--- src/rtl/pq_pkg.sv ---
// Shared sizing, key type and per-cell next-state selector for the shift-array priority queue.
package pq_pkg;
  localparam int unsigned DEPTH = 8;
  localparam int unsigned DW    = 16;
  localparam int unsigned CW    = $clog2(DEPTH + 1);

  typedef logic [DW-1:0] key_t;

  typedef enum logic [1:0] {
    SEL_HOLD,
    SEL_DIN,
    SEL_LOWER,
    SEL_UPPER
  } cell_sel_e;
endpackage

--- src/rtl/pq_cell.sv ---
// One queue slot: a valid bit and a key, with a local compare against din and a
// four-way next-state select (hold / load din / take lower / take upper neighbour).
module pq_cell #(
  parameter int unsigned DW    = pq_pkg::DW,
  parameter bit          FIRST = 1'b0
) (
  input  logic          clk,
  input  logic          rst,
  input  logic [DW-1:0] din_i,
  input  logic          enq_i,
  input  logic          deq_i,
  input  logic          hit_lo_i,
  input  logic          hit_hi_i,
  input  logic          lo_valid_i,
  input  logic [DW-1:0] lo_key_i,
  input  logic          hi_valid_i,
  input  logic [DW-1:0] hi_key_i,
  output logic          hit_o,
  output logic          valid_o,
  output logic [DW-1:0] key_o
);
  import pq_pkg::*;

  logic          valid_q, valid_d;
  logic [DW-1:0] key_q, key_d;
  cell_sel_e     sel;

  // Hits form a thermometer (0..0 1..1) across the sorted array, so the insert slot
  // is just the 0->1 edge seen by each cell against its neighbours. On a combined
  // dequeue+enqueue the array is viewed pre-shifted down, hence the use of hit_hi_i.
  always_comb begin
    hit_o = !valid_q || (din_i < key_q);
    sel   = SEL_HOLD;
    if (enq_i && !deq_i) begin
      if (hit_lo_i)   sel = SEL_LOWER;
      else if (hit_o) sel = SEL_DIN;
    end else if (deq_i && !enq_i) begin
      sel = SEL_UPPER;
    end else if (enq_i && deq_i) begin
      if (!hit_hi_i)            sel = SEL_UPPER;
      else if (FIRST || !hit_o) sel = SEL_DIN;
    end
  end

  always_comb begin
    valid_d = valid_q;
    key_d   = key_q;
    unique case (sel)
      SEL_DIN:   begin valid_d = 1'b1;       key_d = din_i;    end
      SEL_LOWER: begin valid_d = lo_valid_i; key_d = lo_key_i; end
      SEL_UPPER: begin valid_d = hi_valid_i; key_d = hi_key_i; end
      default:   ;
    endcase
  end

  always_ff @(posedge clk or posedge rst) begin
    if (rst) begin
      valid_q <= 1'b0;
      key_q   <= '0;
    end else begin
      valid_q <= valid_d;
      key_q   <= key_d;
    end
  end

  assign valid_o = valid_q;
  assign key_o   = key_q;
endmodule

--- src/rtl/pq_shift_array.sv ---
// Sorted shift-array priority queue: smallest key on dout, FIFO order among equal keys,
// single-cycle enqueue/dequeue/replace, sticky overflow and underflow flags.
module pq_shift_array #(
  parameter int unsigned DEPTH = pq_pkg::DEPTH,
  parameter int unsigned DW    = pq_pkg::DW
) (
  input  logic                         clk,
  input  logic                         rst,
  input  logic                         enq,
  input  logic                         deq,
  input  logic [DW-1:0]                din,
  output logic [DW-1:0]                dout,
  output logic                         empty,
  output logic                         full,
  output logic [$clog2(DEPTH+1)-1:0]   count,
  output logic                         ovf,
  output logic                         unf
);
  import pq_pkg::*;

  localparam int unsigned CNT_W = $clog2(DEPTH + 1);

  logic [CNT_W-1:0] count_q, count_d;
  logic             ovf_q, ovf_d, unf_q, unf_d;
  logic             do_enq, do_deq;

  logic [DEPTH-1:0] hit, valid;
  logic [DW-1:0]    key [DEPTH];
  logic [DEPTH+1:0] hit_x, valid_x;
  logic [DW-1:0]    key_x [DEPTH+2];

  // Padded neighbour views: below slot 0 never hits; above the top slot is an empty slot.
  assign hit_x   = {1'b1, hit, 1'b0};
  assign valid_x = {1'b0, valid, 1'b0};

  always_comb begin
    key_x[0]       = '0;
    key_x[DEPTH+1] = '0;
    for (int unsigned i = 0; i < DEPTH; i++) key_x[i+1] = key[i];
  end

  assign empty = (count_q == '0);
  assign full  = (count_q == CNT_W'(DEPTH));

  // Enqueue into a full queue is only legal when a dequeue frees slot 0 in the same cycle.
  assign do_deq = deq & ~empty;
  assign do_enq = enq & (~full | deq);

  always_comb begin
    count_d = count_q + CNT_W'(do_enq) - CNT_W'(do_deq);
    ovf_d   = ovf_q | (enq & ~deq & full);
    unf_d   = unf_q | (deq & empty);
  end

  for (genvar i = 0; i < DEPTH; i++) begin : g_cell
    pq_cell #(
      .DW   (DW),
      .FIRST(i == 0)
    ) u_cell (
      .clk       (clk),
      .rst       (rst),
      .din_i     (din),
      .enq_i     (do_enq),
      .deq_i     (do_deq),
      .hit_lo_i  (hit_x[i]),
      .hit_hi_i  (hit_x[i+2]),
      .lo_valid_i(valid_x[i]),
      .lo_key_i  (key_x[i]),
      .hi_valid_i(valid_x[i+2]),
      .hi_key_i  (key_x[i+2]),
      .hit_o     (hit[i]),
      .valid_o   (valid[i]),
      .key_o     (key[i])
    );
  end

  always_ff @(posedge clk or posedge rst) begin
    if (rst) begin
      count_q <= '0;
      ovf_q   <= 1'b0;
      unf_q   <= 1'b0;
    end else begin
      count_q <= count_d;
      ovf_q   <= ovf_d;
      unf_q   <= unf_d;
    end
  end

  assign dout  = valid[0] ? key[0] : '0;
  assign count = count_q;
  assign ovf   = ovf_q;
  assign unf   = unf_q;
endmodule

--- config.mk ---
export PLATFORM = sky130hd
export DESIGN_NAME = pq_shift_array
export DESIGN_NICKNAME = d
export VERILOG_FILES = /design/src/rtl/pq_pkg.sv /design/src/rtl/pq_cell.sv /design/src/rtl/pq_shift_array.sv
export SDC_FILE = /design/constraint.sdc
export NUM_CORES = 1
export LEC_CHECK = 0
export CORE_UTILIZATION = 52
export DETAILED_ROUTE_END_ITERATION = 12
export GPL_TIMING_DRIVEN = 0
export PLACE_DENSITY = 0.71
export SYNTH_ARGS = -nofsm -noshare
export SYNTH_HDL_FRONTEND = slang
export SYNTH_SLANG_ARGS = --single-unit
--- constraint.sdc ---
create_clock -name clk -period 6.95 [get_ports clk]
set_input_delay 1.39 -clock clk [delete_from_list [all_inputs] [get_ports clk]]
set_output_delay 1.39 -clock clk [all_outputs]
set_load 0.02 [all_outputs]
==> results.txt <==
* DIE HEIGHT: 149.7 um
- Timing would allow up to 0.2152 GHz.
- Clock-pin slew of the registers on the worst-case setup and hold paths: 0.06 ns
- Wire per inst: 20.75 um
- Once placement finished, the instance area stood at 12150 um2.
* Post-CTS sizing: 0
* Clock root buffer master: clkbuf_16
- Maximum level of the CTS H-tree: 4
- Pwr per Cell Area: 474.0 nW/um2
- Effective utilization at floorplan: 0.5344
- Entering global routing, the biggest net connects 76 pins.
- Detailed router's first-iteration violation count: 919
- Global-route track usage on met2: 0.4586
* Total number of nets in the final design: 1389
- Measured slew at the worst slew-check pin: 0.7271 ns
- The synthesized netlist contains 68 unique library cells.
- Number of flops mapped to enable cells by yosys: 0
* I/O pin count: 44
- Once the clock tree was built, the setup fixing pass inserted 0 buffers.
- At the placement stage, the worst setup path has a slack of 1.963 ns.
- Outcome: complete, no violations
* Total instance count after detailed placement: 1495
- The number of antenna violations at the first check in global routing came to 0.
- Number of iterations in the first detailed-routing pass: 6
- Clock share of power: 0.147
- In this run the worst path has a maximum fanout of 10.
- Cell row count: 53
* Number of max-capacitance violations reported: 0
- Power Internal: 3290 uW
- In the synthesized netlist the async set-or-reset flop fraction comes to 1.000.
- The tightest min-delay check is of the reg2reg type.
- The count of buffers added on input and output ports is 43.
* Number of instances on the worst hold path: 1
- Post-synthesis instance area: 11340 um2
* Met3 track demand over resource: 0.06037
- Of all cell types, the one taking the most synthesized area is dfrtp_1.
- NetSw: 2729 uW
* Fraction of synthesized cell area taken by the top area cell type: 0.3133
- Fraction of power spent switching nets: 0.4534
- After floorplanning, the core was sized to cover 21220 um2.
- The share of total power dissipated in sequential elements is 0.288.
- The path with the worst hold slack has its endpoint at ovf$_DFF_PP0_.
* Slew Viols, Final: 0
* Hold-fix buffers, CTS: 0
* Buffers from clock root to sink, at most: 2
- The detail route stage leaves a number of antenna-violating nets equal to 0.
- Endpoint arrival time on the critical path: 4.95 ns
- Leakage power: 0.006307 uW
- After detailed routing, the total wire length is 31670 um.
- Ranked by total cell area, the synthesized netlist is headed by dfrtp_1 31%, mux2i_1 19%, ha_1 14%.
- The worst setup path is launched from an input pin.
- TritonCTS clock tree: done
- Min setup slack post-route: 2.303 ns
- In the global route stage, overall resource usage came out at 0.2947.
- Detailed-placement wirelength estimate: 24510 um
- Setup repair after global routing missed its margin: no
- Final Cycle Share: 0.6686
* Worst Setup SP: din[7]
* Synthesized instance count: 1176
* Most utilized layer in the global route result: met2
* Comb pwr share: 0.565
- Shortest period the worst path allows: 4.647 ns
- For this run the aggregate overflow at the end of global routing stands at 0.
* Die outline area: 22400 um2
- CP required: 7.25 ns
- In this run, CTS created clock tree buffers numbering 17.
* Net count after synthesis: 1326
- Once layout is complete, the cells apart from fillers number 1526.
- Mean cell area of the mapped netlist: 9.644 um2
- After routing the design area is 12700 um2.
* Ratio of cells with drive above 1 in the final layout: 0.07194
- The worst register-to-register path ends at g_cell[6].u_cell.key_o[6]$_DFFE_PP0P_.
- Per-cell via count in the routed design: 6.186
* First-pass GRT wire length: 50800 um
- Max Clock Skew: 0.008378 ns
* Slew margin rel.: 0.5131
* Die outline width: 149.7 um
- The routed layout has 9440 vias.
- Final setup violation count: 0
* Global Route met1 Usage: 0.4111
- In the synthesized netlist the dominant register cell turns out to be dfrtp_1.
* Register-to-Register Path Depth: 16
- Internal reg-to-reg setup slack: 3.16 ns
* Number of flip-flops and latches in the synthesized netlist: 142
* Number of clock sinks seen by CTS: 142
- Power after layout: 6019 uW
- Total DRC errors in the routed layout: 0
* Final hold violation count: 0
- Across the VDD grid, the largest voltage drop is 0.0002590 V.
- Crit Path Category: in2reg
- The via count of the first global-routing pass is 9220.
- Hold_sp: ovf$_DFF_PP0_
- Number of antenna cells inserted: 0
- For the worst-skew pair, the clock arrives at the later sink with an insertion delay of 0.43 ns.
- Placer congestion estimate: 0.9573
* Beginning of the worst register-to-register path: count[2]$_DFF_PP0_
- Compared with the post-synthesis result, the final layout area differs by 11.97%.
* Setup crit end kind: flop
* Part of the Yosys area used for sequential elements: 0.3133
* Yosys warning total: 0
## area by class of cell
class,instances,area (um2)
clock buffers,21,460.4
multi-input cells,817,6843
repair buffers,44,457.9
well taps,275,344.1
plain buffers,73,404.1
clock inverters,10,90.09
flip-flops and latches,142,3553
fillers,1878,8522
inverters,144,545.5
## critical path, stage by stage
cell and delay [ns]:
clkdlybuf4s50_1 0.82, ha_1 0.35, a21oi_1 0.16, o21ai_0 0.23, a221o_1 0.43, o21ai_1 0.52, a21oi_1 0.14, a21oi_1 0.14
buf_4 0.25, buf_6 0.22, mux2i_1 0.20, o21ai_1 0.08
## layout by cell type (no fill, tap or decap), drive strengths merged, types with 3 or more instances in the layout
master	synthesis	final
a2111oi	3	3
a211oi	9	9
a21o	21	21
a21oi	69	69
a221o	28	28
a221oi	3	3
a22o	16	16
a22oi	16	16
a2bb2oi	3	3
a32oi	15	15
and2	3	3
and3	4	4
and4	4	4
buf	40	41
clkbuf	33	54
clkdlybuf4s50	0	43
clkinv	2	7
clkinvlp	0	3
dfrtp	142	142
ha	129	129
inv	142	143
mux2i	219	219
nand2	57	57
nand2b	5	5
nand3	18	18
nand4	10	10
nor2	36	36
nor2b	8	8
nor3	6	6
o211ai	5	5
o21a	9	9
o21ai	67	67
o221a	9	9
o22ai	16	16
## cells in the mapped netlist (8+ instances only)
cell type / instances
a32oi_1: 15
buf_4: 17
ha_1: 129
nand3_1: 18
o221a_1: 8
clkbuf_1: 33
dfrtp_1: 142
o21ai_0: 54
inv_1: 142
a21oi_1: 69
nor2_1: 35
nand4_1: 10
nand2_1: 56
a21o_1: 21
mux2i_1: 219
o21ai_1: 12
o22ai_1: 16
nor2b_1: 8
a221o_1: 28
o21a_1: 9
a22o_1: 16
a22oi_1: 16
a211oi_1: 9
buf_2: 17
## per-stage QoR
step           utilization  TNS, ns  hold WS (ns)
5_1_grt             0.5984        0        0.4792
4_1_cts             0.5984        0        0.4633
6_report            0.5984        0        0.4630
3_5_place_dp        0.5725        0        0.4511
3_3_place_gp        0.5709   -67.33        0.4430
2_1_floorplan            -        0        0.4706
## flip-flops by register name (all words and copies together), names as in the netlist
name / cells
count: 4
g_cell.u_cell.key_o: 128
g_cell.u_cell.valid_o: 8
ovf: 1
unf: 1
## logic make-up (layout without fill, tap and decap cells)
logic type	after synthesis	after routing	synth area share
xor gates and xnor gates	2	2	0.001545
adders and majority gates	130	130	0.1441
and+or+nand+nor	159	159	0.06874
muxes	220	220	0.1943
DFF	142	142	0.3133
AOI/OAI and AO/OA	306	306	0.1947
buffers and inverters	217	292	0.08330
## power groups by stage
stage          sequential [uW]  clock, uW  combinational [uW]
2_1_floorplan             1570          0                2550
3_3_place_gp              1720          0                3230
3_5_place_dp              1720          0                3330
4_1_cts                   1720        891                3370
5_1_grt                   1780        930                3750
6_report                  1730        885                3400
## worst max path at each step
stage,slack [ns],to,cells after the start
detailed placement,1.96,g_cell[1].u_cell.key_o[9]$_DFFE_PP0P_,10
finish,2.30,g_cell[5].u_cell.key_o[15]$_DFFE_PP0P_,12
CTS,2.41,g_cell[1].u_cell.key_o[9]$_DFFE_PP0P_,10
global placement,-0.49,g_cell[7].u_cell.key_o[7]$_DFFE_PP0P_,2
global route,2.17,g_cell[1].u_cell.key_o[15]$_DFFE_PP0P_,10
floorplan,1.75,count[0]$_DFF_PP0_,1
## layer usage
metal	vias to the layer above	wire length (um)
met5	-	0
met4	0	774
met3	67	2045
met2	333	14340
met1	4621	14510
li1	4419	-
Note: power is estimated with default switching activity, not from simulation.
